--- src/rtl/c7bbiu_rd_arb.sv ---
// c7bbiu_rd_arb: BIU read-request arbiter.
// Round-robin between IFU, LSU and ICU read requests. The winner's request is
// registered onto arb_rd_* and held until the AXI interface stage accepts it.
// One read may be outstanding per source. A source's busy bit drops on the last
// R beat carrying its ID.
module c7bbiu_rd_arb #(
  parameter logic [3:0]  ID_IFU    = 4'd0,
  parameter logic [3:0]  ID_LSU    = 4'd1,
  parameter logic [3:0]  ID_ICU    = 4'd2,
  parameter logic [7:0]  ICU_LEN   = 8'd3,
  parameter int unsigned ICU_ALIGN = 5
) (
  input  logic        clk,
  input  logic        reset,
  input  logic        ifu_biu_rd_req,
  input  logic [31:0] ifu_biu_rd_addr,
  output logic        biu_ifu_rd_ack,
  input  logic        lsu_biu_rd_req,
  input  logic [31:0] lsu_biu_rd_addr,
  input  logic [2:0]  lsu_biu_rd_size,
  output logic        biu_lsu_rd_ack,
  input  logic        icu_biu_rd_req,
  input  logic [31:0] icu_biu_rd_addr,
  output logic        biu_icu_rd_ack,
  input  logic        axi_ar_ready,
  input  logic        ext_biu_r_valid,
  input  logic [3:0]  ext_biu_r_id,
  input  logic        ext_biu_r_last,
  output logic        arb_rd_val,
  output logic [3:0]  arb_rd_id,
  output logic [31:0] arb_rd_addr,
  output logic [7:0]  arb_rd_len,
  output logic [2:0]  arb_rd_size,
  output logic [1:0]  arb_rd_burst,
  output logic        arb_rd_lock,
  output logic [3:0]  arb_rd_cache,
  output logic [2:0]  arb_rd_prot,
  output logic [2:0]  rd_busy
);

  typedef enum logic {ST_IDLE, ST_ISSUE} state_t;
  typedef enum logic [1:0] {SRC_IFU = 2'd0, SRC_LSU = 2'd1, SRC_ICU = 2'd2} src_t;

  localparam logic [31:0] ICU_MASK = ~((32'd1 << ICU_ALIGN) - 32'd1);

  state_t      r_state;
  src_t        r_ptr;
  src_t        r_src;
  logic        r_val;
  logic [3:0]  r_id;
  logic [31:0] r_addr;
  logic [7:0]  r_len;
  logic [2:0]  r_size;
  logic [1:0]  r_burst;
  logic [2:0]  r_prot;
  logic [2:0]  r_busy;

  logic [2:0]  w_elig;
  logic        w_gnt_vld;
  src_t        w_gnt_src;
  logic [2:0]  w_set;
  logic [2:0]  w_clr;
  logic        w_xfer;
  logic [3:0]  w_id;
  logic [31:0] w_addr;
  logic [7:0]  w_len;
  logic [2:0]  w_size;
  logic [2:0]  w_prot;

  assign w_elig = {icu_biu_rd_req, lsu_biu_rd_req, ifu_biu_rd_req} & ~r_busy;
  assign w_xfer = r_val & axi_ar_ready;

  // Round-robin pick: first eligible source after the pointer in IFU->LSU->ICU order
  always_comb begin
    w_gnt_vld = |w_elig;
    w_gnt_src = SRC_IFU;
    case (r_ptr)
      SRC_IFU: begin
        if (w_elig[1])      w_gnt_src = SRC_LSU;
        else if (w_elig[2]) w_gnt_src = SRC_ICU;
        else                w_gnt_src = SRC_IFU;
      end
      SRC_LSU: begin
        if (w_elig[2])      w_gnt_src = SRC_ICU;
        else if (w_elig[0]) w_gnt_src = SRC_IFU;
        else                w_gnt_src = SRC_LSU;
      end
      default: begin
        if (w_elig[0])      w_gnt_src = SRC_IFU;
        else if (w_elig[1]) w_gnt_src = SRC_LSU;
        else                w_gnt_src = SRC_ICU;
      end
    endcase
  end

  // Request fields of the selected source
  always_comb begin
    w_id   = ID_IFU;
    w_addr = ifu_biu_rd_addr;
    w_len  = 8'd0;
    w_size = 3'b010;
    w_prot = 3'b100;
    case (w_gnt_src)
      SRC_LSU: begin
        w_id   = ID_LSU;
        w_addr = lsu_biu_rd_addr;
        w_size = lsu_biu_rd_size;
        w_prot = 3'b000;
      end
      SRC_ICU: begin
        w_id   = ID_ICU;
        w_addr = icu_biu_rd_addr & ICU_MASK;
        w_len  = ICU_LEN;
        w_size = 3'b011;
      end
      default: ;
    endcase
  end

  // Busy set on grant, clear on the matching last R beat
  always_comb begin
    w_set = '0;
    if (r_state == ST_IDLE && w_gnt_vld) w_set[w_gnt_src] = 1'b1;
    w_clr[0] = ext_biu_r_valid & ext_biu_r_last & (ext_biu_r_id == ID_IFU);
    w_clr[1] = ext_biu_r_valid & ext_biu_r_last & (ext_biu_r_id == ID_LSU);
    w_clr[2] = ext_biu_r_valid & ext_biu_r_last & (ext_biu_r_id == ID_ICU);
  end

  // Outstanding-read flags, one per source
  always_ff @(posedge clk or posedge reset) begin
    if (reset) r_busy <= '0;
    else       r_busy <= (r_busy & ~w_clr) | w_set;
  end

  // Arbitration FSM with registered request fields
  always_ff @(posedge clk or posedge reset) begin
    if (reset) begin
      r_state <= ST_IDLE;
      r_ptr   <= SRC_ICU;
      r_src   <= SRC_IFU;
      r_val   <= 1'b0;
      r_id    <= '0;
      r_addr  <= '0;
      r_len   <= '0;
      r_size  <= '0;
      r_burst <= '0;
      r_prot  <= '0;
    end else begin
      case (r_state)
        ST_IDLE: begin
          if (w_gnt_vld) begin
            r_state <= ST_ISSUE;
            r_val   <= 1'b1;
            r_src   <= w_gnt_src;
            r_ptr   <= w_gnt_src;
            r_id    <= w_id;
            r_addr  <= w_addr;
            r_len   <= w_len;
            r_size  <= w_size;
            r_burst <= 2'b01;
            r_prot  <= w_prot;
          end
        end
        default: begin
          if (axi_ar_ready) begin
            r_state <= ST_IDLE;
            r_val   <= 1'b0;
          end
        end
      endcase
    end
  end

  assign biu_ifu_rd_ack = w_xfer & (r_src == SRC_IFU);
  assign biu_lsu_rd_ack = w_xfer & (r_src == SRC_LSU);
  assign biu_icu_rd_ack = w_xfer & (r_src == SRC_ICU);

  assign arb_rd_val   = r_val;
  assign arb_rd_id    = r_id;
  assign arb_rd_addr  = r_addr;
  assign arb_rd_len   = r_len;
  assign arb_rd_size  = r_size;
  assign arb_rd_burst = r_burst;
  assign arb_rd_lock  = 1'b0;
  assign arb_rd_cache = 4'b0000;
  assign arb_rd_prot  = r_prot;
  assign rd_busy      = r_busy;

endmodule
--- config.mk ---
export PLATFORM = sky130hd
export DESIGN_NAME = c7bbiu_rd_arb
export DESIGN_NICKNAME = d
export VERILOG_FILES = /design/src/rtl/c7bbiu_rd_arb.sv
export SDC_FILE = /design/constraint.sdc
export NUM_CORES = 1
export LEC_CHECK = 0
export ABC_AREA = 1
export CORE_ASPECT_RATIO = 1.2
export CORE_MARGIN = 1.5
export CORE_UTILIZATION = 37
export CTS_BUF_LIST = sky130_fd_sc_hd__clkbuf_8 sky130_fd_sc_hd__clkbuf_16
export DETAILED_ROUTE_END_ITERATION = 12
export PLACE_DENSITY = 0.91
export SYNTH_ARGS = -nofsm -noshare
export SYNTH_HDL_FRONTEND = slang
export SYNTH_SLANG_ARGS = --single-unit
--- constraint.sdc ---
create_clock -name clk -period 2.13 [get_ports clk]
set_input_delay 0.639 -clock clk [delete_from_list [all_inputs] [get_ports clk]]
set_output_delay 0.639 -clock clk [all_outputs]
set_load 0.05 [all_outputs]
==> impl_metrics.json <==
{
  "die_h_um": 97.1,
  "async_flop_share_pct": 100,
  "synthMuxAreaShare_pct": 0,
  "dr_total_vias": 3037,
  "num_rows": 34,
  "powerDensity_nw_per_um2": 1640,
  "die_w_um": 81.4,
  "clk_latency_ns": 0.29,
  "worst_ep_required_time_ns": 1.49,
  "avgSynthCellArea_sq_um": 7.32,
  "grt_max_degree": 37,
  "track_usage_pct": 21.5,
  "synth_cells": 373,
  "grt_setup_unrepaired": "yes",
  "ys_types": 21,
  "hold_class": "flip-flop to flip-flop",
  "avgRoutedWirePerCell_um": 13.1,
  "power_frac_clock_pct": 9.6,
  "finalCritPeriodShare_pct": 98.9,
  "design.core.area_sq_um": 7190,
  "grt_pass1_vias": 2931,
  "cp_slowest_stage_delay_ns": 0.81,
  "cp-start-kind": "flip-flop",
  "dp_hpwl_mm": 6.39,
  "layout_setup_ws_ns": 0.0237,
  "final_layout_size_suffix_gt1_share_pct": 21.1,
  "avgViaCountPerCell": 4.75,
  "ys.flop_type": "dfrtp_1",
  "final_nets": 664,
  "htree_levels": 2,
  "multiInputGateArea_sq_um": 1340,
  "ioPinCount": 175,
  "fin_setup_tns_ns": 0,
  "ant_nets": 0,
  "die_area_sq_um": 7900,
  "synth_top_family_by_area": "simple AND/OR/NAND/NOR gates",
  "antenna_found_initial": 0,
  "synth_adder_area_share_pct": 2.29,
  "syn-cell-area_sq_um": 2730,
  "p_int_uw": 3890,
  "crit_arrival_ns": 1.47,
  "worstSetupPathType": "flip-flop to output port",
  "drv_cap": 0,
  "report.final.slew_viol_count": 0,
  "cts_tree": "yes",
  "timing_hold_violations_final": 0,
  "drcViolationCount": 0,
  "seq_power_share_pct": 19.8,
  "power_switching_uw": 3850,
  "synth_common_cells": "nand2_1, dfrtp_1, nand3_1, buf_4",
  "synth-seq-cells": 47,
  "synth.top_cell.area_share_pct": 42.2,
  "synth_top_area_cell": "dfrtp_1",
  "ir_drop_mv": 0.949,
  "cts.path.max_buffers": 2,
  "ys_seq_area_share_pct": 43.1,
  "yosys.cell_count.top_type": "nand2_1",
  "worst-path-buf-inv": 1,
  "cts_buffers": 5,
  "nFillCells": 603,
  "path_cells": "clkdlybuf4s50_1",
  "routabilityCongestion": 0.872,
  "cts_root_buffer": "clkbuf_8",
  "synthTopCellsByArea": "dfrtp_1, nand2_1, nand3_1",
  "crit_family": "buffers and inverters",
  "status": "complete, no violations",
  "r2r-start": "r_ptr[1]",
  "firstDrtPassIters": 4,
  "startpoint": "arb_rd_addr[22]",
  "fmax_mhz": 475,
  "worst_pin_slew_ns": 0.500,
  "p_leak_uw": 0.00237,
  "slowest_stage": "clkdlybuf4s50_1",
  "wl_mm": 8.39,
  "yosys.area_share.simple_pct": 36.3,
  "endpoint_kind": "output port",
  "worst-path-max-fanout": 2,
  "synthXorXnorAreaFrac_pct": 0,
  "port_buffers": 153,
  "pwr-share-comb_pct": 70.5,
  "switching_share_pct": 49.7,
  "grt_pass1_wl_mm": 13.3,
  "pre_cts_slack_ns": -0.574,
  "clk_pin_slew_ns": 0.08,
  "area_delta_synth_final_pct": 73.3,
  "synth_edf_count": 0,
  "grt.overflow.total": 0,
  "initial_utilization_pct": 38.0,
  "drt_iter0_drc": 98,
  "setup_viol": 0,
  "diodes": 0,
  "relSlewSlack_pct": 66.6,
  "cts.sinks": 47,
  "timing.final.crit_period_ns": 2.11,
  "skew_ns": 0.00602,
  "ys_warn_count": 0,
  "hold_start": "r_state",
  "synth_compound_area_share_pct": 5.32,
  "area.sequential_sq_um": 1180
}
flip-flops by register name, summed over array words and instances, names as in the netlist:
signal / count
arb_rd_prot: 1
r_src: 1
rd_busy: 3
arb_rd_size: 3
arb_rd_burst: 1
r_ptr: 2
arb_rd_val: 1
r_state: 1
arb_rd_id: 2
arb_rd_addr: 32
cell families (layout without fill, tap and decap cells):
logic type / after synthesis / count (layout)
AO/OA/AOI/OAI: 25 / 25
adder cells (fa/ha/maj): 5 / 5
buffers and inverters: 54 / 215
flip-flops: 47 / 47
other: 1 / 16
AND/OR/NAND/NOR: 241 / 241
path summary, 6_finish.rpt:
path / endpoint / slack [ns] / cells past startpoint
max in group asynchronous: r_ptr[1] / 1.09 / 3
max: arb_rd_addr[22] / 0.02 / 1
max reg2reg: arb_rd_addr[8] / 0.13 / 13
min reg2reg: arb_rd_val / 0.48 / 1
min: arb_rd_val / 0.48 / 1
min in group asynchronous: arb_rd_addr[9] / 0.72 / 3
cells in the final DEF, fill, tap and decap left out, types with 5 or more instances in the layout:
master,netlist,final
inv_1,17,14
buf_4,23,61
clkbuf_8,0,5
inv_2,1,5
nand2_2,2,10
nand3_1,35,31
conb_1,1,16
nand2_1,193,185
o21ai_0,17,16
clkdlybuf4s50_1,0,104
buf_12,0,11
dfrtp_1,46,46
nor2_1,6,5
routing by layer:
metal,vias to the layer above,routed length (um),GRT usage (%)
met2,135,4440,37.3
met4,0,347,8.75
met1,1398,3100,25.2
met3,32,496,4.04
li1,1472,-,-
met5,-,0,0
area by class of cell:
type                    instances  area share (%)
repair buffers                189            40.1
multi-input cells             287            28.4
clock inverters                 3            1.35
clock buffers                   5            1.46
flip-flops and latches         47            24.9
inverters                      18            1.43
well taps                      90            2.38
worst register-to-register path, cell delays in order, from the launching register on:
cell       delay (ns)
dfstp_2          0.59
nor2_1           0.07
nand2_2          0.08
nand3_2          0.12
inv_2            0.10
ha_4             0.20
buf_6            0.13
nor2_8           0.13
buf_12           0.14
clkbuf_16        0.15
nand2_1          0.06
nand3_1          0.07
nand2_1          0.05
nand2_1          0.05
power groups by stage:
stage	sequential, uW	combinational (uW)	clock (uW)
floorplan	2660	2190	0
global placement	1520	4850	0
detailed placement	1540	4980	0
CTS	1530	5330	765
global route	1580	5880	794
finish	1530	5460	746
through the flow:
step / total power, uW / util, % / instance area, sq um / instances / hold WS (ns)
CTS: 7620 / 64.7 / 4650 / 635 / 0.482
detailed placement: 6520 / 60.4 / 4340 / 620 / 0.466
global route: 8260 / 65.8 / 4730 / 639 / 0.497
global placement: 6370 / 60.4 / 4340 / 620 / 0.454
floorplan: 4850 / - / 2790 / 388 / 0.448
finish: 7740 / 65.8 / 4730 / 639 / 0.476
what timing repair did:
action,CTS,global route
pin swaps,11,12
hold buffers,0,0
endpoints found under the setup margin,39,35
resized for setup,26,10
gates cloned,1,2
setup buffers,6,2
hold endpoints to repair,0,0
No activity file was read; power rests on OpenSTA's default activity.
